$ cat src/rtl/noc_flit_packetizer.sv
// noc_flit_packetizer: turns a packet request plus its data beats into a head/body/tail NoC flit stream with a registered output
module noc_flit_packetizer #(
  parameter int FLIT_W  = 66,
  parameter int DATA_W  = 64,
  parameter int ID_X_W  = 2,
  parameter int ID_Y_W  = 2,
  parameter int TYPE_W  = 2,
  parameter int ORDER_W = 4,
  parameter int LEN_W   = 8,
  parameter int SRC_X   = 0,
  parameter int SRC_Y   = 0
) (
  input  logic               clk,
  input  logic               rst_n,
  input  logic               req_valid,
  output logic               req_ready,
  input  logic [ID_X_W-1:0]  req_dst_x,
  input  logic [ID_Y_W-1:0]  req_dst_y,
  input  logic [TYPE_W-1:0]  req_type,
  input  logic [ORDER_W-1:0] req_order,
  input  logic [LEN_W-1:0]   req_len,
  input  logic               d_valid,
  output logic               d_ready,
  input  logic [DATA_W-1:0]  d_data,
  output logic               flit_valid,
  input  logic               flit_ready,
  output logic [FLIT_W-1:0]  flit_data,
  output logic               busy,
  output logic [15:0]        pkt_cnt
);
  typedef enum logic [1:0] {IDLE, BODY, DRAIN} state_t;
  state_t state;
  logic [LEN_W-1:0] cnt;
  logic can_load, req_hs, d_hs, out_hs;
  logic [DATA_W-1:0] head_pl;
  assign can_load  = !flit_valid || flit_ready;
  assign req_ready = (state == IDLE) && can_load;
  assign d_ready   = (state == BODY) && can_load;
  assign req_hs    = req_valid && req_ready;
  assign d_hs      = d_valid && d_ready;
  assign out_hs    = flit_valid && flit_ready;
  assign head_pl   = DATA_W'({req_len, req_order, req_type, ID_Y_W'(SRC_Y), ID_X_W'(SRC_X),
                              req_dst_y, req_dst_x});
  // A fresh load in the same cycle as a drain overrides the flit_valid clear below.
  always_ff @(posedge clk or negedge rst_n) begin
    if (!rst_n) begin
      state      <= IDLE;
      flit_valid <= 1'b0;
      flit_data  <= '0;
      busy       <= 1'b0;
      pkt_cnt    <= '0;
      cnt        <= '0;
    end else begin
      if (out_hs) flit_valid <= 1'b0;
      case (state)
        IDLE: if (req_hs) begin
          flit_valid <= 1'b1;
          flit_data  <= {2'b10, head_pl};
          cnt        <= req_len;
          busy       <= 1'b1;
          state      <= BODY;
        end
        BODY: if (d_hs) begin
          flit_valid <= 1'b1;
          flit_data  <= {(cnt == '0) ? 2'b01 : 2'b00, d_data};
          cnt        <= cnt - 1'b1;
          if (cnt == '0) state <= DRAIN;
        end
        DRAIN: if (out_hs) begin
          busy    <= 1'b0;
          pkt_cnt <= pkt_cnt + 16'd1;
          state   <= IDLE;
        end
        default: state <= IDLE;
      endcase
    end
  end
endmodule

$ cat config.mk
export PLATFORM = sky130hd
export DESIGN_NAME = noc_flit_packetizer
export DESIGN_NICKNAME = d
export VERILOG_FILES = /design/src/rtl/noc_flit_packetizer.sv
export SDC_FILE = /design/constraint.sdc
export NUM_CORES = 1
export LEC_CHECK = 0
export BUFFER_PORTS_ARGS = -buffer_cell sky130_fd_sc_hd__buf_4
export CAP_MARGIN = 20
export CORE_MARGIN = 10
export CORE_UTILIZATION = 30
export DETAILED_ROUTE_END_ITERATION = 8
export GPL_TIMING_DRIVEN = 0
export PLACE_DENSITY = 0.53
export SYNTH_ARGS = -nofsm -noshare
export SYNTH_HDL_FRONTEND = slang
export SYNTH_SLANG_ARGS = --single-unit
$ cat constraint.sdc
create_clock -name clk -period 2.12 [get_ports clk]
set_clock_uncertainty 0.05 [all_clocks]
set_input_delay 0.318 -clock clk [delete_from_list [all_inputs] [get_ports clk]]
set_output_delay 0.318 -clock clk [all_outputs]
set_load 0.02 [all_outputs]
==> qor.csv <==
metric;value;unit
Hold Vio Cnt, Final;0;
post-DR vias/cell;4.68;
CTS Sinks;94;
WL/cell;17.8;µm
largest area contributor in the netlist;dfrtp_1;
Starting DRT DRC Count;129;
Initial Util;30.6;%
Post-synth EDFFs;0;
Unique masters post-synth;45;
CP Data Required Time;2300;ps
Synth Area per Inst;11.5;µm²
# H-tree levels;3;
cell area power density;1260;nW/µm²
CP bufs+invs;1;
clk root buf;clkbuf_16;
final setup fails;0;
first drt pass iteration count;4;
antenna diode count;0;
Slew @ Worst Pin;605;ps
Via Count;3256;
Final TNS setup;0;ps
first-pass GRT wire length;19600;µm
Filler Cell Count;1237;
synthesis-to-finish area growth;47.7;%
Num CTS Buffers;9;
Post-CTS Setup Inserts;0;
slowest stage delay, CP;420;ps
worst path arrival time;2160;ps
Die Span Y;133;µm
Remaining Overflow, GRT;0;
DIE WIDTH;133;µm
Max Slew Vio Count;0;
Synth warnings;0;
crit path max-delay cell type;dfrtp_1;
Tmin final;1980;ps
critical path cell sequence;inv_1 > ha_1 > or3b_1 > or3_1 > nor4_4 > o21bai_1;
Detailed Route WL;12400;µm
Post-Syn Instances;336;
CP Max Fanout;5;
Clock Latency Late Sink;340;ps
final worst-path cycle share;93.4;%
slew margin rel.;59.6;%
Fmax;505;MHz
Peak VDD IR;0.000526;V
layout cell share with drive strength beyond 1;40.3;%
io pins;173;
die area;17800;µm²
critical path class;flip-flop to flip-flop;
nets@finish;608;
gr usage total;13.9;%
Worst-path clk slew;70;ps
sequential area share after synthesis;60.9;%
Max-cap violations;0;
antenna-violating nets left;0;
RSZ-0062 raised after global routing;true;
DRC viols;0;
worst hold-check path type;input pin to flip-flop;
CP delay by family, top;simple AND/OR/NAND/NOR gates;
PortBufs;172;
main flop type after synthesis;dfrtp_1;
post-synthesis register bit count;94;
Rows;41;
routability cong.;0.755;
CTS tree;yes;
Synth area leaders;dfrtp_1, a22o_1, nand2_1, xnor2_1, a31oi_1;
number of global-route vias before repair;3560;
pin count of the biggest net entering global routing;51;
Pleak;0.00283;µW
outcome;complete, no violations;
asr flop ratio synth;100;%
crit end category;flip-flop;
maximum buffer depth of the clock tree;2;
initial antenna violation count;0;
HPWL Detailed;9450;µm
syn nets;425;
Synth top area share;60.9;%
Startpoint Class;flip-flop;
area of the mapped netlist;3860;µm²
core area;12600;µm²
worst hold margin;133;ps
==> worst paths after layout <==
kind                                    start  cells past startpoint            end  slack [ps]
max in group asynchronous               rst_n                      3     pkt_cnt[4]         890
worst min register to register  flit_data[64]                      1  flit_data[64]         430
worst max register to register         cnt[0]                      6       state[0]         140
min in group asynchronous               rst_n                      2  flit_data[27]         470
worst max-delay path                   cnt[0]                      6       state[0]         140
worst min-delay path               d_data[25]                      2  flit_data[25]         130
==> metrics by stage <==
| step | util [%] | instance area (µm²) | worst slack (ps) | std cells | total power (µW) |
|---|---|---|---|---|---|
| 2_1_floorplan | - | 3860 | 307 | 336 | 4310 |
| 3_3_place_gp | 42.5 | 5370 | 59.4 | 680 | 5620 |
| 3_5_place_dp | 42.7 | 5390 | 47.3 | 681 | 5660 |
| 4_1_cts | 45.1 | 5690 | 41.3 | 696 | 7270 |
| 5_1_grt | 45.2 | 5700 | 6.12 | 695 | 7620 |
| 6_report | 45.2 | 5700 | 139 | 695 | 7170 |
==> power breakdown <==
part	leakage, µW	internal (µW)	switching [µW]	total (µW)
combinational	0.00152	1290	1580	2870
sequential	0.00116	2350	376	2730
clock	0.000144	883	686	1570
total	0.00283	4520	2640	7170
==> placed cells by master, fill, tap and decap left out, types with 5 or more instances in the layout <==
cell type and n:
a31oi_1 15, nand3_1 7, nand2_1 54, xnor2_1 14
clkbuf_16 9, nor2_1 21, buf_4 173, dfrtp_1 94
clkbuf_1 5, buf_2 9, a21oi_1 5, a22o_1 47
==> state kept, by name, indices dropped and copies added, names as in the netlist <==
register	flops
state	2
flit_data	66
cnt	8
busy	1
flit_valid	1
pkt_cnt	16
==> synth_stat cells, drive strengths merged (2+ instances only) <==
cell     number
o21ai         2
a21o          2
nor2         21
or4           2
nand4         4
dfrtp        94
o22ai         3
or3           3
nor2b         2
a21oi         5
a2bb2oi       2
a22oi         3
buf          15
ha            2
o211ai        2
nand3         7
nand2        54
a22o         47
and3          4
nand2b        2
xnor2        14
a31oi        15
nor3          3
clkbuf        8
inv           4
==> area by class of cell <==
type / count / area (µm²) / area share, %
inverters: 4 / 15.0 / 0.263
clock inverters: 3 / 18.8 / 0.329
clock buffers: 12 / 267 / 4.67
plain buffers: 22 / 126 / 2.22
repair buffers: 174 / 1330 / 23.3
multi-input cells: 214 / 1380 / 24.2
well taps: 172 / 215 / 3.77
flip-flops and latches: 94 / 2350 / 41.3
==> cells by family (layout without fill, tap and decap cells) <==
kind of cell | after synthesis | in the layout | share of synthesized area (%)
xor gates and xnor gates | 15 | 15 | 3.40
adders and majority gates | 2 | 2 | 0.648
AOI/OAI and AO/OA | 87 | 87 | 17.7
DFF | 94 | 94 | 60.9
buffers and inverters | 28 | 215 | 3.73
muxes | 1 | 1 | 0.259
and+or+nand+nor | 109 | 109 | 13.3
==> metal layers <==
metal	track usage, %	vias up	wire length [µm]
li1	-	1575	-
met1	16.6	1546	5300
met2	20.3	122	5410
met3	7.74	13	1440
met4	5.32	0	216
met5	0	-	0
==> timing repair <==
action,4_1_cts,5_1_grt
pin swaps,0,0
hold buffers,1,0
resized for setup,0,7
endpoints found under the setup margin,1,43
endpoints found under the hold margin,44,0
No activity file was read; power rests on OpenSTA's default activity.
